==> src/rtl/muldiv_if.sv <==
// Handshake/data bundle between the control path and the iterative multiply/divide unit.
// The master drives the request and operands, the slave returns busy/done and the write-back fields.
interface muldiv_if #(
  parameter int XLEN = 32
);
  logic            start;
  logic [2:0]      op;
  logic [XLEN-1:0] a;
  logic [XLEN-1:0] b;
  logic [4:0]      rd_in;
  logic            busy;
  logic            done;
  logic            we;
  logic [4:0]      rd_out;
  logic [XLEN-1:0] result;

  modport master (
    output start, op, a, b, rd_in,
    input  busy, done, we, rd_out, result
  );

  modport slave (
    input  start, op, a, b, rd_in,
    output busy, done, we, rd_out, result
  );
endinterface

==> src/rtl/muldiv_unit.sv <==
// Iterative RV32M multiply/divide unit: one shift-add or restoring-subtract step per clock, fixed latency.
// Define MULDIV_SIGNED_EN to build the signed variants (MULH, MULHSU, DIV, REM); otherwise they run unsigned.
module muldiv_unit #(
  parameter int XLEN = 32
) (
  input  logic    clk,
  input  logic    rst,
  muldiv_if.slave bus
);
  localparam int ITER_W = $clog2(XLEN + 1);
  localparam logic [2:0] OP_MUL = 3'b000;

  typedef enum logic [1:0] {
    IDLE,
    RUN,
    DONE
  } state_t;

  state_t state, state_nx;

  logic [2:0]        op_q;
  logic [4:0]        rd_q;
  logic [XLEN-1:0]   result_q;
  logic [ITER_W-1:0] cnt;
  logic [2*XLEN-1:0] acc;
  logic [XLEN-1:0]   rem;
  logic [XLEN-1:0]   quo;
  logic [XLEN-1:0]   dvs;

  logic              accept;
  logic              last;
  logic [XLEN-1:0]   a_mag;
  logic [XLEN-1:0]   b_mag;
  logic [XLEN:0]     mul_sum;
  logic [2*XLEN-1:0] acc_nx;
  logic [XLEN:0]     rem_sh;
  logic [XLEN:0]     rem_df;
  logic              rem_ge;
  logic [XLEN-1:0]   rem_nx;
  logic [XLEN-1:0]   quo_nx;
  logic [2*XLEN-1:0] prod_f;
  logic [XLEN-1:0]   quo_f;
  logic [XLEN-1:0]   rem_f;
  logic [XLEN-1:0]   fin;

  assign accept = (state == IDLE) && bus.start;
  assign last   = (state == RUN) && (cnt == ITER_W'(1));

`ifdef MULDIV_SIGNED_EN
  localparam logic [2:0] OP_MULH   = 3'b001;
  localparam logic [2:0] OP_MULHSU = 3'b010;
  localparam logic [2:0] OP_DIV    = 3'b100;
  localparam logic [2:0] OP_REM    = 3'b110;

  logic a_neg, b_neg, neg_a, neg_b;

  // The core only ever sees magnitudes; the operand signs are remembered for the final fix-up.
  always_comb begin
    a_neg = bus.a[XLEN-1] && (bus.op == OP_MULH || bus.op == OP_MULHSU ||
                              bus.op == OP_DIV  || bus.op == OP_REM);
    b_neg = bus.b[XLEN-1] && (bus.op == OP_MULH || bus.op == OP_DIV || bus.op == OP_REM);
    a_mag = a_neg ? -bus.a : bus.a;
    b_mag = b_neg ? -bus.b : bus.b;
  end

  always_ff @(posedge clk or negedge rst) begin
    if (!rst) begin
      neg_a <= 1'b0;
      neg_b <= 1'b0;
    end else if (accept) begin
      neg_a <= a_neg;
      neg_b <= b_neg;
    end
  end

  // A zero divisor must still yield an all-ones quotient, so it is never negated.
  always_comb begin
    prod_f = (neg_a ^ neg_b) ? -acc_nx : acc_nx;
    quo_f  = ((neg_a ^ neg_b) && (dvs != '0)) ? -quo_nx : quo_nx;
    rem_f  = neg_a ? -rem_nx : rem_nx;
  end
`else
  assign a_mag  = bus.a;
  assign b_mag  = bus.b;
  assign prod_f = acc_nx;
  assign quo_f  = quo_nx;
  assign rem_f  = rem_nx;
`endif

  // Both cores step every RUN cycle; only the one selected by op_q feeds the result.
  always_comb begin
    mul_sum = {1'b0, acc[2*XLEN-1:XLEN]} + (acc[0] ? {1'b0, dvs} : '0);
    acc_nx  = {mul_sum, acc[XLEN-1:1]};
    rem_sh  = {rem, quo[XLEN-1]};
    rem_ge  = (rem_sh >= {1'b0, dvs});
    rem_df  = rem_sh - {1'b0, dvs};
    rem_nx  = XLEN'(rem_ge ? rem_df : rem_sh);
    quo_nx  = {quo[XLEN-2:0], rem_ge};
  end

  always_comb begin
    fin = rem_f;
    case (op_q)
      OP_MUL:                  fin = prod_f[XLEN-1:0];
      3'b001, 3'b010, 3'b011:  fin = prod_f[2*XLEN-1:XLEN];
      3'b100, 3'b101:          fin = quo_f;
      default:                 fin = rem_f;
    endcase
  end

  always_ff @(posedge clk or negedge rst) begin
    if (!rst) begin
      state <= IDLE;
    end else begin
      state <= state_nx;
    end
  end

  always_comb begin
    state_nx = state;
    case (state)
      IDLE:    if (bus.start) state_nx = RUN;
      RUN:     if (cnt == ITER_W'(1)) state_nx = DONE;
      DONE:    state_nx = IDLE;
      default: state_nx = IDLE;
    endcase
  end

  always_ff @(posedge clk or negedge rst) begin
    if (!rst) begin
      op_q     <= '0;
      rd_q     <= '0;
      result_q <= '0;
      cnt      <= '0;
      acc      <= '0;
      rem      <= '0;
      quo      <= '0;
      dvs      <= '0;
    end else if (accept) begin
      op_q <= bus.op;
      rd_q <= bus.rd_in;
      cnt  <= ITER_W'(XLEN);
      acc  <= {{XLEN{1'b0}}, a_mag};
      rem  <= '0;
      quo  <= a_mag;
      dvs  <= b_mag;
    end else if (state == RUN) begin
      cnt <= cnt - ITER_W'(1);
      acc <= acc_nx;
      rem <= rem_nx;
      quo <= quo_nx;
      if (last) result_q <= fin;
    end
  end

  assign bus.busy   = (state != IDLE);
  assign bus.done   = (state == DONE);
  assign bus.we     = (state == DONE);
  assign bus.rd_out = rd_q;
  assign bus.result = result_q;
endmodule

==> src/flat_wrapper.sv <==
// flat-port wrapper written by rule: the top's interface ports become plain ports
module muldiv_unit_flat 
#(
  parameter int XLEN = 32
)
  (clk, rst, bus_start, bus_op, bus_a, bus_b, bus_rd_in, bus_busy, bus_done, bus_we, bus_rd_out, bus_result);
  muldiv_if #(.XLEN(XLEN)) bus_i ();
  input  logic clk;
  input  logic rst;
  input wire logic [$bits(bus_i.start)-1:0] bus_start;
  input wire logic [$bits(bus_i.op)-1:0] bus_op;
  input wire logic [$bits(bus_i.a)-1:0] bus_a;
  input wire logic [$bits(bus_i.b)-1:0] bus_b;
  input wire logic [$bits(bus_i.rd_in)-1:0] bus_rd_in;
  output wire logic [$bits(bus_i.busy)-1:0] bus_busy;
  output wire logic [$bits(bus_i.done)-1:0] bus_done;
  output wire logic [$bits(bus_i.we)-1:0] bus_we;
  output wire logic [$bits(bus_i.rd_out)-1:0] bus_rd_out;
  output wire logic [$bits(bus_i.result)-1:0] bus_result;
  assign bus_i.start = bus_start;
  assign bus_i.op = bus_op;
  assign bus_i.a = bus_a;
  assign bus_i.b = bus_b;
  assign bus_i.rd_in = bus_rd_in;
  assign bus_busy = bus_i.busy;
  assign bus_done = bus_i.done;
  assign bus_we = bus_i.we;
  assign bus_rd_out = bus_i.rd_out;
  assign bus_result = bus_i.result;
  muldiv_unit #(.XLEN(XLEN)) u_core (.clk(clk), .rst(rst), .bus(bus_i));
endmodule
==> config.mk <==
export PLATFORM = sky130hd
export DESIGN_NAME = muldiv_unit_flat
export DESIGN_NICKNAME = d
export VERILOG_FILES = /design/src/rtl/muldiv_if.sv /design/src/rtl/muldiv_unit.sv /design/src/flat_wrapper.sv
export SDC_FILE = /design/constraint.sdc
export NUM_CORES = 1
export LEC_CHECK = 0
export BUFFER_PORTS_ARGS = -buffer_cell sky130_fd_sc_hd__buf_4
export CORE_AREA = 2 2 128 192
export DETAILED_ROUTE_END_ITERATION = 7
export DIE_AREA = 0 0 130 194
export MAX_ROUTING_LAYER = met4
export PLACE_DENSITY_LB_ADDON = 0.05
export SLEW_MARGIN = 15
export SYNTH_ARGS = -nofsm -noshare
export SYNTH_HDL_FRONTEND = slang
export SYNTH_SLANG_ARGS = --single-unit
==> constraint.sdc <==
create_clock -name clk -period 3.1 [get_ports clk]
set_input_delay 0.62 -clock clk [delete_from_list [all_inputs] [get_ports clk]]
set_output_delay 0.62 -clock clk [all_outputs]
set_load 0.005 [all_outputs]
==> qor.txt <==
==========================================================================================
Outcome                                                                       complete, but fails checks
Violations in the final reports                                               setup timing
RSZ-0062 raised after global routing                                                  true
Number of vias per cell after detailed routing                                        6.03
Number of nets in the synthesized netlist                                            1,523
Longest Clk Path Bufs                                                                    3
Via count of the first global-routing pass                                          11,800
Area added between synthesis and finish                                              30.9%
Number of cells produced by synthesis                                                1,380
Required time of the worst setup path                                              3.51 ns
Clock tree from TritonCTS                                                            built
Pin count of the biggest net entering global routing                                    77
Endpoint of the most critical setup path                                      u_core.bus.result[28]
VDD IR-drop max                                                                   0.499 mV
Initial Util                                                                         53.9%
Transition time at the pin with the least slew margin                             0.822 ns
Asr flop ratio synth                                                                  100%
Clock Skew                                                                       0.0109 ns
Class of the worst hold path                                                      in2async
Most common cell in the synthesized netlist                                        dfrtp_1
Area share of the leading cell type in the synthesized netlist                       41.0%
Chip width                                                                          130 µm
Post-layout minimum cycle time                                                     3.11 ns
Total detailed-routing wirelength                                                  40.9 mm
Biggest fanout along the worst timing path                                               4
Clock edge transition at the registers on the reported setup and hold paths        0.06 ns
Number of top-level pins                                                               115
Top cell type by total area after synthesis                                        dfrtp_1
Sort of element at the end of the critical path                                       flop
Number of failing hold endpoints at the final stage                                      0
R2r worst-path depth                                                                    15
Reg-to-reg critical path endpoint                                             u_core.bus.result[28]
Most numerous cell types in the synthesized netlist                           208 x dfrtp_1, 167 x nand2_1, 129 x o21ai_0
Std cell rows                                                                           69
Floorplan Core Area                                                             23,600 µm²
Synth cell types                                                                        74
Leading cell types by total area after synthesis                              dfrtp_1 41%, ha_1 6.5%, o21ai_0 5.1%
Clock Tree Root                                                                  clkbuf_16
Final core utilization                                                               70.5%
First-pass GRT wire length                                                         63.0 mm
Quantity of I/O buffers inserted on ports                                              114
Final setup margin                                                             -0.00864 ns
Drt first pass iters                                                                     5
Total power per unit cell area                                                  341 nW/µm²
Via count                                                                           11,900
Global placer's final weighted congestion                                            0.942
Slew Limit Headroom                                                                  45.2%
CTS Sinks                                                                              208
Launching element type of the critical path                                           flop
R2r startpoint                                                                u_core.quo[31]
Number of maximum-capacitance constraint violations                                      0
Setup slack, reg-to-reg                                                          -0.009 ns
Main flop type after synthesis                                                     dfrtp_1
Number of antenna violations at the first check in global routing                        0
Final setup violation count                                                              1
Placed wire-length estimate                                                        29.3 mm
Max Transition Viols Final                                                               0
Number of register bits inferred by synthesis                                          208
Worst path arrival time                                                            3.52 ns
Leakage power of the design                                                        7.52 nW
Setup TNS                                                                      -0.00864 ns
DIE AREA                                                                        25,200 µm²
Period utilisation layout                                                             100%
Fraction of final layout cells with drive strength greater than 1                    28.8%
Global-route usage over all layers                                                   32.7%
Vertical die dimension                                                              194 µm
Cell area after technology mapping                                              12,700 µm²
F_max                                                                            0.322 GHz
Ys Warns                                                                                 0
Share of synthesized area occupied by flip-flops and latches                         41.0%
Number of H-tree levels                                                                  1
Number of enable-type register cells in the synthesized netlist                          0
Starting DRC count in detailed routing                                                 702
GRT Residual Overflow                                                                    0
Number of nets in the layout                                                         1,785
ANT nets after route                                                                     0
Final routed wire length divided by cell count                                     20.7 µm
CTS Buf Count                                                                           22
DRC errors left                                                                          0
Mean cell area of the mapped netlist                                              9.20 µm²
Worst setup startpoint                                                        u_core.quo[31]
Diode insertion count for antenna repair                                                 0
Critical Setup Path Class                                                          reg2reg
Source-to-sink clock delay at the later pin of the worst-skew pair                 0.52 ns
==========================================================================================
## area by class of cell
class / count / area (µm²)
fillers: 1886 / 6940
inverters: 56 / 210
clock inverters: 10 / 131
multi-input cells: 1026 / 7460
repair buffers: 328 / 2590
well taps: 319 / 399
flip-flops and latches: 208 / 5210
clock buffers: 30 / 632
## worst min path at each step
stage	from	endpoint	slack [ns]	cells past startpoint
final	rst	u_core.rem[7]	0.10	1
after floorplan	rst	u_core.acc[0]	0.32	0
after CTS	rst	u_core.rem[5]	0.12	1
after global placement	u_core.bus.rd_out[0]	u_core.bus.rd_out[0]	0.46	2
after detailed placement	u_core.bus.rd_out[4]	u_core.bus.rd_out[4]	0.47	2
after global routing	rst	u_core.rem[7]	0.15	1
## kinds of logic after synthesis
| logic type | share of synthesized area (%) |
|---|---|
| AO/OA/AOI/OAI | 24.7 |
| XOR/XNOR | 4.21 |
| adder cells (fa/ha/maj) | 6.82 |
| buffers and inverters | 4.68 |
| flip-flops | 41.0 |
| multiplexers | 3.46 |
| AND/OR/NAND/NOR | 15.1 |
## stage by stage
step | std cells | area (µm²) | hold slack (ns) | setup WS [ns] | power [mW]
final | 1977 | 16600 | 0.101 | -0.00864 | 5.67
after detailed placement | 1911 | 15100 | 0.468 | -0.116 | 2.91
after floorplan | 1380 | 12700 | 0.324 | 0.0644 | 2.77
after global placement | 1911 | 15100 | 0.462 | -0.0984 | 2.90
after global routing | 1977 | 16600 | 0.154 | -0.143 | 5.83
after CTS | 1954 | 16000 | 0.119 | -0.0631 | 5.71
## layout by cell type (no fill, tap or decap), types with 6 or more instances in the layout
| cell | instances |
|---|---|
| nand4_1 | 13 |
| o21bai_1 | 8 |
| clkbuf_16 | 25 |
| a21oi_1 | 70 |
| a221o_1 | 63 |
| dfrtp_1 | 207 |
| buf_12 | 6 |
| nand3_1 | 29 |
| nor4_1 | 7 |
| nor2_1 | 48 |
| nor3_1 | 11 |
| nor2b_1 | 8 |
| o22ai_1 | 30 |
| and3_1 | 41 |
| a22o_1 | 13 |
| a222oi_1 | 13 |
| and2_1 | 41 |
| mux2i_1 | 23 |
| a21oi_2 | 9 |
| inv_1 | 48 |
| ha_4 | 13 |
| inv_2 | 8 |
| a21o_1 | 23 |
| o21ai_0 | 119 |
| o21a_1 | 7 |
| o21ai_1 | 15 |
| nand2_1 | 164 |
| ha_1 | 51 |
| buf_4 | 316 |
| a31oi_1 | 6 |
| xnor2_1 | 31 |
| xor2_1 | 26 |
| a221oi_1 | 10 |
| o211ai_1 | 6 |
| mux2_2 | 11 |
## sequential cells by signal, indices dropped and copies added (netlist names), 3 cells and up
register and flops:
u_core.bus.result 32, u_core.acc 64, u_core.bus.rd_out 5, u_core.cnt 6, u_core.op_q 3, u_core.rem 32
u_core.dvs 32, u_core.quo 32
## power by group
part	switching (mW)	leakage (nW)	internal [mW]	total [mW]
Clock	1.14	0.376	1.68	2.81
Combinational	0.0710	4.82	0.0653	0.136
Sequential	0	2.32	2.71	2.71
## worst max-delay path, cell delays in order (launching register included)
cell and delay, ns:
dfrtp_1 0.38, inv_2 0.08, ha_4 0.13, inv_2 0.03, fa_2 0.34, a21o_1 0.19
a221oi_2 0.29, o211ai_2 0.19, a2111oi_2 0.34, buf_4 0.20, buf_6 0.10, o31ai_2 0.06
xnor2_1 0.14, mux2i_1 0.23, a221oi_1 0.13, a21o_1 0.18
## routing by layer
metal	share of wire [%]	GRT usage (%)	vias up
li1	-	-	5619
met1	43	43.7	5842
met2	48	52.4	361
met3	5.6	3.97	95
met4	3.2	9.28	0
met5	0	-	-
## repair_timing
action	4_1_cts	5_1_grt
pin swaps	10	39
cloned	0	2
setup buffers	3	21
hold endpoints to repair	0	0
gates resized for setup	27	90
hold buffers	0	0
endpoints found under the setup margin	27	44
No activity file was read; power rests on OpenSTA's default activity.
